[config.mk]
export PLATFORM = sky130hd
export DESIGN_NAME = full_adder_reg
export DESIGN_NICKNAME = d
export VERILOG_FILES = /design/src/rtl/full_adder_reg.sv
export SDC_FILE = /design/constraint.sdc
export NUM_CORES = 1
export LEC_CHECK = 0
export ABC_AREA = 1
export ABC_CLOCK_PERIOD_IN_PS = 800
export CAP_MARGIN = 25
export CORE_AREA = 2 2 39 41
export CTS_CLUSTER_SIZE = 28
export DETAILED_ROUTE_END_ITERATION = 10
export DIE_AREA = 0 0 41 43
export DONT_BUFFER_PORTS = 1
export GPL_TIMING_DRIVEN = 0
export PLACE_DENSITY = 0.3
export SLEW_MARGIN = 30
export SYNTH_ARGS = -nofsm -noshare
export SYNTH_HDL_FRONTEND = slang
export SYNTH_SLANG_ARGS = --single-unit
[constraint.sdc]
create_clock -name clk -period 0.8 [get_ports clk]
set_input_delay 0.2 -clock clk [delete_from_list [all_inputs] [get_ports clk]]
set_output_delay 0.2 -clock clk [all_outputs]
set_load 0.02 [all_outputs]
[src/rtl/full_adder_reg.sv]
// full_adder_reg: registered ripple-carry adder built from 1-bit full-adder
// cells. {cout, sum} = a + b + cin, captured one cycle after in_valid.
// Optional macro FULL_ADDER_REG_OVF_EN adds a registered two's-complement
// overflow flag (ovf = c_WIDTH ^ c_(WIDTH-1)).
module full_adder_reg #(
  parameter int WIDTH = 1
) (
  output logic [WIDTH-1:0] sum,
  output logic             cout,
  input  logic [WIDTH-1:0] a,
  input  logic [WIDTH-1:0] b,
  input  logic             cin,
  input  logic             clk,
  input  logic             rst_n,
  input  logic             in_valid,
  output logic             out_valid
`ifdef FULL_ADDER_REG_OVF_EN
  ,
  output logic             ovf
`endif
);

  logic [WIDTH:0]   carry;
  logic [WIDTH-1:0] sum_raw;

  logic [WIDTH-1:0] sum_q, sum_d;
  logic             cout_q, cout_d;
  logic             out_valid_q, out_valid_d;

  // Ripple carry chain: one full-adder cell per bit, carry[0] = cin.
  always_comb begin
    carry    = '0;
    sum_raw  = '0;
    carry[0] = cin;
    for (int unsigned i = 0; i < WIDTH; i++) begin
      sum_raw[i]   = a[i] ^ b[i] ^ carry[i];
      carry[i + 1] = (a[i] & b[i]) | (a[i] & carry[i]) | (b[i] & carry[i]);
    end
  end

  // Next-state: capture on in_valid, otherwise hold data; valid follows in_valid.
  always_comb begin
    sum_d       = sum_q;
    cout_d      = cout_q;
    out_valid_d = 1'b0;
    if (in_valid) begin
      sum_d       = sum_raw;
      cout_d      = carry[WIDTH];
      out_valid_d = 1'b1;
    end
  end

  // Output register with asynchronous active-low reset.
  always_ff @(posedge clk or negedge rst_n) begin
    if (!rst_n) begin
      sum_q       <= '0;
      cout_q      <= 1'b0;
      out_valid_q <= 1'b0;
    end else begin
      sum_q       <= sum_d;
      cout_q      <= cout_d;
      out_valid_q <= out_valid_d;
    end
  end

  assign sum       = sum_q;
  assign cout      = cout_q;
  assign out_valid = out_valid_q;

`ifdef FULL_ADDER_REG_OVF_EN
  logic ovf_q, ovf_d;

  // Overflow next-state: carry into vs. out of the MSB cell, held when idle.
  always_comb begin
    ovf_d = ovf_q;
    if (in_valid) begin
      ovf_d = carry[WIDTH] ^ carry[WIDTH-1];
    end
  end

  // Overflow flag register, reset alongside the sum.
  always_ff @(posedge clk or negedge rst_n) begin
    if (!rst_n) begin
      ovf_q <= 1'b0;
    end else begin
      ovf_q <= ovf_d;
    end
  end

  assign ovf = ovf_q;
`endif

endmodule

After elaboration in Yosys (flattened, before gate mapping)
Index checks and enable logic that the tools add are counted.

Mux-type cells: 1. Bitwise gates (word level): 7.

Operator list (count): $and 1x1->1 (3); $or 1x1->1 (2); $xor 1x1->1 (2); $mux 1 (1).

Flip-flop bits (word level): 3. Input bits: 6. Output and inout port bits: 3. Word-level logic and storage cells: 11.

Logic depth before layout (Yosys ltp)
Gate-level depths: netlist (run 1).

Word-level depth: 3. Depth in mapped cells: 3. Gate-level depth less buffers: 3.

Least setup slack after synthesis (run 1)
No wires, ideal clock.

Path kind: input to register. Start point: in a. End point: reg sum_q (netlist: sum). Arrival time: 0.762 ns. Required time: 0.683 ns. Path slack: -0.079 ns. Stages: 3. Path buffers: 0. Cell sequence: fa_1 -> nand2_1 -> nand2_1.

Longest elaborated chain between the ends: 2.

RTL lines: start, declared (RTL line 10) `input logic [WIDTH-1:0] a,`; $xor 1x1->1 (2 in a row) (RTL line 36) `sum_raw[i] = a[i] ^ b[i] ^ carry[i];`; end signal, assigned (RTL line 60) `sum_q <= sum_d;`; end, declared (RTL line 26) `logic [WIDTH-1:0] sum_q, sum_d;`.

No other way between the ends. A chain may end at the register's enable or synchronous reset.

Worst setup path in the final report (run 1)
Start point: reg sum_q (netlist: sum). End point: out sum.

RTL lines: end, declared (RTL line 8) `output logic [WIDTH-1:0] sum,`.

No word-level cell between the ends.

==> results by group, run 1 <==
Outcome
  • Status: complete, but fails checks
  • Failing checks: setup timing

Worst hold path
  • Hold Crit Class: input port to register
  • Worst hold start: in_valid
  • Hold endpoint: sum
  • Hold path cells: 2

Clocking
  • Clock Tree Buf Depth: 2
  • Num CTS Buffers: 3
  • Clock tree sinks: 3
  • Clk_lat worst skew: 0.23 ns
  • H-tree depth: 1
  • Postcts setup bufs: 0
  • Root Buffer: clkbuf_4
  • TritonCTS clock tree: built
  • Worst-path clk slew: roughly 0.04 ns

Job
  • Max-capacitance violation count: 0

Routing
  • WL final: 271 µm
  • Post-route DRC violation count: 0
  • Via count: 90
  • DR iter-0 viols: 6
  • ANT nets after route: 0
  • Via-to-Cell Ratio: 2.73
  • DR WL/cell: slightly above 8 µm
  • Initial DRT Pass Iterations: 3

STA
  • Hold WS: approximately 0.089 ns
  • Rel. slew slack: 90.5%
  • Final Critical Period: 0.875 ns
  • Setup TNS: -0.215 ns
  • Fin crit share: 109%
  • Setup WS post-layout: -0.0748 ns
  • RSZ-0062 raised after global routing: true
  • Fmax: roughly 1100 MHz
  • Max Clock Skew: 0 ns
  • Worst-Margin Slew: ~0.14 ns
  • Slew Viols, Final: 0
  • Finish-stage setup viols: 3
  • Final Hold Fails: 0

Final layout
  • Most frequent cells in the layout: nand2_1, clkbuf_4, dfrtp_2, dlygate4sd3_1
  • Antenna diodes: 0
  • Area grow syn2layout: 57.7%
  • Share of post-route cells with drive strength above 1: a little over a third
  • Filler cell count: roughly 160
  • FF+latch area: between 70 and 80 µm²
  • Fin util: between 10% and 20%
  • Nets: 25
  • Most common cell after layout, fill and taps aside: nand2_1
  • Area of the multi-input gates: around 43 µm²

Global routing
  • Vias in the first global route: between 100 and 150
  • Total GRT Usage: between 4 and 5%
  • Largest net degree at the start of global routing: 5
  • Initial antenna violation count: 0
  • First-pass GRT wire length: slightly below 400 µm
  • GR Overflow Total: 0

Yosys
  • Yosys warns: 0
  • Post-Syn Nets: 18
  • Synth cell types: 4
  • Post-synth top area share: 61.9%
  • Cell area after synthesis: around 120 µm²
  • Top post-synthesis cells by area: dfrtp_1, nand2_1, fa_1
  • Mean post-synth cell area: 11.0 µm²
  • Synth Register Bits: 3
  • Syn Inst Count: 11
  • Area leader, netlist: dfrtp_1
  • Register area share after synthesis: just over 60%

Floorplanning
  • Initial Util: 8.77%
  • I/O pin total: 9
  • Cell row count: 14
  • Die area: between 1500 and 2000 µm²
  • Die height: about 43 µm
  • DIE WIDTH: 41 µm
  • Core area: 1380 µm²

Worst setup path
  • FF-to-FF Start: cout
  • RR Endpoint: cout
  • WP data arrival: roughly 0.67 ns
  • Worst reg-to-reg setup slack: ~0.11 ns
  • Kind of critical path: register to output pin
  • CP Capture Type: output pin
  • Worst Path Required: 0.60 ns
  • Nature of the critical path startpoint: register
  • R2R cell count: 2
  • Crit path max fanout: 2

Pwr
  • Switch share: 24.1%
  • Peak supply drop: ~370 µV
  • Comb pwr share: under 10%
  • Net Sw Power: between 0.1 and 0.15 mW
  • P_int: roughly 0.38 mW
  • Power Dens Cells: roughly 2600 nW/µm²
  • Total design power: 0.495 mW
  • Sequential power share: 41.1%
  • Clk pwr share: 52.5%
  • Pleak: 0.0861 nW

Placed design
  • Port-buffer cells: 0
  • Gpl congestion: between 0.6 and 0.7
cell type report:
type / instances / share of cell area (%)
clock buffers: 4 / 13.7
flip-flops and latches: 3 / 41.2
inverters: 1 / 1.96
repair buffers: 2 / 10.5
well taps: 16 / 10.5
multi-input cells: 7 / 22.2
power groups by stage:
| stage | sequential (mW) | combinational, mW | clock (mW) |
|---|---|---|---|
| floorplan | 0.198 | 0.0176 | 0 |
| global route | 0.206 | 0.0378 | 0.289 |
| global placement | 0.202 | 0.0198 | 0 |
| detailed placement | 0.202 | 0.0212 | 0 |
| finish | 0.203 | 0.0316 | 0.260 |
| CTS | 0.203 | 0.0315 | 0.278 |
sequential cells by signal, summed over array words and instances, names as in the netlist:
signal,count
cout,1
out_valid,1
sum,1
cell usage after synthesis:
master and n:
inv_1 1, dfrtp_1 3, fa_1 1, nand2_1 6
cells by family (layout without fill, tap and decap cells):
| kind of cell | after synthesis | in the layout | share of synthesized area, % |
|---|---|---|---|
| adder cells (fa/ha/maj) | 1 | 1 | 16.5 |
| buffers and inverters | 1 | 7 | 3.09 |
| flip-flops | 3 | 3 | 61.9 |
| AND/OR/NAND/NOR | 6 | 6 | 18.6 |
timing repair:
| item | CTS | global route |
|---|---|---|
| setup endpoints to repair | 3 | 3 |
| hold buffers | 2 | 0 |
| resized for setup | 3 | 0 |
| endpoints found under the hold margin | 4 | 0 |
layer usage:
layer  up-vias  share of wire [%]  track usage, %
met2         9                 24            2.50
li1         46                  -               -
met5         -                  0               0
met4         0                  0            6.00
met3         0                 23            5.24
met1        35                 54            4.58
stage by stage:
| step | setup slack (ns) | cells | instance area [µm²] |
|---|---|---|---|
| CTS | -0.0886 | 33 | 191 |
| floorplan | -0.0647 | 11 | 121 |
| global placement | -0.0766 | 27 | 141 |
| detailed placement | -0.0933 | 27 | 141 |
| global route | -0.103 | 33 | 191 |
| finish | -0.0748 | 33 | 191 |
how the worst max path moves through the flow:
stage | end | start | depth (start not counted)
floorplan | sum | cin | 3
global placement | sum | cin | 3
detailed placement | sum | cin | 3
CTS | cout | cout | 0
global route | sum | sum | 0
finish | sum | sum | 0
No activity file was read; power rests on OpenSTA's default activity.
==> run 2, diff against run 1 <==
- CTS_CLUSTER_DIAMETER: not set -> 80
==> results of run 2 <==
Same layout as run 1: the final DEF is identical, and so are final timing and power.
==> patch 1: new RTL, settings of run 1 <==
Add a define of `FULL_ADDER_REG_OVF_EN`.
--- a/src/rtl/full_adder_reg.sv
+++ b/src/rtl/full_adder_reg.sv
@@ -4,2 +4,4 @@
 // overflow flag (ovf = c_WIDTH ^ c_(WIDTH-1)).
+`define FULL_ADDER_REG_OVF_EN
+
 module full_adder_reg #(
Function (old outputs only; new: ovf): kept (Yosys induction, for registers that start in step).
==> patch 1 against run 1 <==
- the run still ends with setup timing left
- area after synthesis rose by 44%
- cell area rose by 28%
- combinational power increased by 66%
- wire length up 24%
- total power rose by 14%
- final cell count up 18%
- setup slack gained 0.0017 ns
- sequential cell count increased by 1
- sequential power is 34% higher
- critical path type unchanged
- largest cell class unchanged
- highest routed layer unchanged
==> patch 1: results (changes against run 1) <==
Synthesis:
- The proportion of synthesized chip area in sequential cells is 57.1% (-4.7 points).
- The number of nets produced by synthesis came to 25 (+7).
- The number of flip-flops and latches in the synthesized netlist is 4 (+1).
- The share of Yosys cell area claimed by the top area cell type is 57.1% (-4.7 points).
- The synthesized-area fraction occupied by adder cells came to 11.4% (-5.1 points).
- The post-synthesis average cell area is 9.73 um^2 (-12%).
- By count the netlist is led by 8 x nand2_1, 4 x dfrtp_1, 3 x inv_1.

Routing:
- The via count is 127 (+41%).
- The via-per-instance ratio is 3.26 (+19%).
- The violation count after the first detailed-route iteration was 3 (-3).
- The total wire length is 335 um (+24%).

Cells and area:
- The fraction of area in non-clock buffers came to 8.16% (-2.3 points).
- The combined flip-flop and latch cell area came to 105 um^2 (+33%).
- The multi-input combinational cell count is 11 (+4).
- The share of layout cells above drive strength 1 came to 43.5% (+8.2 points).
- The number of fill cells is 164 (+4.5%).
- The net count reported at finish came to 32 (+28%).
- The multi-input gate share of total cell area is 27.0% (+4.8 points).

GRT:
- The global-route wire length before repair was 503 um (+30%).
- The via count of the first global-routing pass is 143 (+42%).

STA:
- The final-layout setup total negative slack is -0.271 ns (-0.0559 ns).
- The remaining max-slew budget at the tightest pin is 88.0% (-2.6 points).
- The final critical-path setup slack is -0.0731 ns (+0.00166 ns).
- The number of failing setup endpoints in the final timing report came to 4 (+1).

Power and ir drop:
- The combinational cell fraction of total power is 9.3% (+2.9 points).
- The fraction of power consumed by the clock network is 42.2% (-10 points).
- The worst vdd rail ir drop was 0.224 mV (-40%).
- The leakage power is 0.113 nW (+32%).
- The power density of the placed cells is 2290 nW/um^2 (-11%).
- The cell-internal power is 0.422 mW (+13%).

Place:
- The standard cell area after detailed placement came to 198 um^2 (+40%).
- The setup slack at placement was -0.135 ns (-0.0420 ns).
- The placer congestion estimate is 0.549 (-10%).
- The cell total after placement is 34 (+26%).

Run status:
- The run finished, with violations left.
- The final reports fail on setup timing.
==> patch 1: changes by cell type in the layout (fill, tap and decap cells not counted) <==
cell,change
clkbuf_1,-1
fa_2,+1
nand2_1,+2
dfrtp_2,+1
nand3_1,+1
inv_1,+1
fa_1,-1
inv_2,+1
o21ai_2,+1
==> patch 1: path summary, 6_finish.rpt <==
path | startpoint | to | slack, ns
hold / removal | in_valid | sum | 0.09
setup / recovery | cout | cout | -0.07
hold reg to reg | sum | sum | 0.57
min in group asynchronous | rst_n | cout | 0.24
max in group asynchronous | rst_n | ovf | 0.38
setup reg to reg | cout | cout | 0.10
==> patch 1: per-layer routing <==
metal / share of wire, % / global-route usage, % / up-vias
met4: 0 / 6.00 / 0
met2: 46 / 5.31 / 7
met3: 11 / 0 / 0
li1: - / - / 65
met5: 0 / 0 / -
met1: 43 / 5.84 / 55
==> patch 2: new RTL, settings of run 1 <==
Without the edit above. Register the output `cout` once more, with the module's reset; this adds one clock of latency there. The other outputs are not delayed to match. Comments in the files are not updated.
--- a/src/rtl/full_adder_reg.sv
+++ b/src/rtl/full_adder_reg.sv
@@ -66,3 +66,9 @@
   assign sum       = sum_q;
-  assign cout      = cout_q;
+  always_ff @(posedge clk or negedge rst_n) begin
+    if (!rst_n) begin
+      cout <= '0;
+    end else begin
+      cout <= cout_q;
+    end
+  end
   assign out_valid = out_valid_q;
Formal check against the unedited RTL: not equivalent (a bounded check fails within 4 cycles, from zero or initial values and one cycle with rst_n low).
==> patch 2 against run 1 <==
- the flow still finishes with violations (setup timing)
- total power up 8.4%
- wire length is 14% higher
- setup slack improved by 0.0035 ns
- area after synthesis grew 21%
- sequential cell count increased by 1
- global-route usage rose by 0.60 points
- cell area is 11% higher
- clock power decreased by 7%
- register-to-register slack is essentially flat
- maximum frequency rose by 0.40%
==> patch 2: results (changes against run 1) <==
Clock tree:
- The number of clock buffers inserted by TritonCTS is 3 (unchanged).
- The number of buffers inserted to repair setup after CTS was 0 (unchanged).

Worst setup path:
- The endpoint of the worst-slack reg-to-reg timing path is sum.
- The startpoint of the lowest-slack register-to-register path is sum.

Run status:
- The checks that failed: setup timing.
- The flow ran to the end, but the final reports show violations.

Routing:
- The violation count after the first detailed-route iteration was 2 (-4).
- The amount of wire on met2 after detailed routing came to 108 um (+69%).
- The via-per-instance ratio is 3.12 (+14%).
- The met1 wire length is 126 um (-13%).
- The first-pass detailed-route iteration total was 4 (+1).
- The sum of met3 wire segment lengths after detailed routing is 74 um (+21%).

Place:
- The standard cell area after detailed placement came to 166 um^2 (+18%).
- The placer congestion estimate is 0.522 (-15%).
- The setup slack at placement is -0.0924 ns (+0.000969 ns).
- The cell total after placement is 28 (+3.7%).

GRT:
- The total track usage was 4.73% (+0.60 points).
- The via count of the first global-routing pass is 125 (+24%).
- The met2 capacity usage during global routing is 4.06% (+1.6 points).
- The global-route wire length before repair is 483 um (+25%).
- The met3 usage came to 4.19% (-1.0 points).

Synthesis:
- The proportion of synthesized chip area in sequential cells is 68.4% (+6.5 points).
- By area the synthesized netlist is led by dfrtp_1 68%, nand2_1 15%, fa_1 14%, inv_1 2.6%.

STA:
- The final critical-path setup slack came to -0.0713 ns (+0.00348 ns).
- The tightest hold margin is 0.0901 ns (+0.000966 ns).
- The clock skew after layout came to 0.00437 ns (+0.00437 ns).
- The number of failing setup endpoints in the final timing report is 3 (unchanged).

Power and ir drop:
- The worst vdd rail ir drop is 0.351 mV (-5.8%).
- The leakage power was 0.0971 nW (+13%).

Cells and area:
- The area added between synthesis and finish is 45.3%.
## patch 2: logic make-up after synthesis
group         after synthesis  share of synthesized area [%]
fa+ha+maj                   1                           13.7
buf+inv                     1                           2.56
simple gates                6                           15.4
flops                       4                           68.4
## patch 2: power by group through the flow
| stage | sequential (mW) | combinational (mW) | clock [mW] |
|---|---|---|---|
| CTS | 0.261 | 0.0342 | 0.258 |
| floorplan | 0.255 | 0.0176 | 0 |
| global placement | 0.258 | 0.0211 | 0 |
| detailed placement | 0.260 | 0.0219 | 0 |
| global route | 0.263 | 0.0389 | 0.283 |
| finish | 0.260 | 0.0341 | 0.242 |
## patch 2: area by class of cell
| type | count | share of cell area (%) |
|---|---|---|
| multi-input cells | 7 | 20.0 |
| flip-flops and latches | 4 | 48.8 |
| inverters | 1 | 1.76 |
| repair buffers | 2 | 9.41 |
| well taps | 16 | 9.41 |
| clock buffers | 3 | 10.6 |
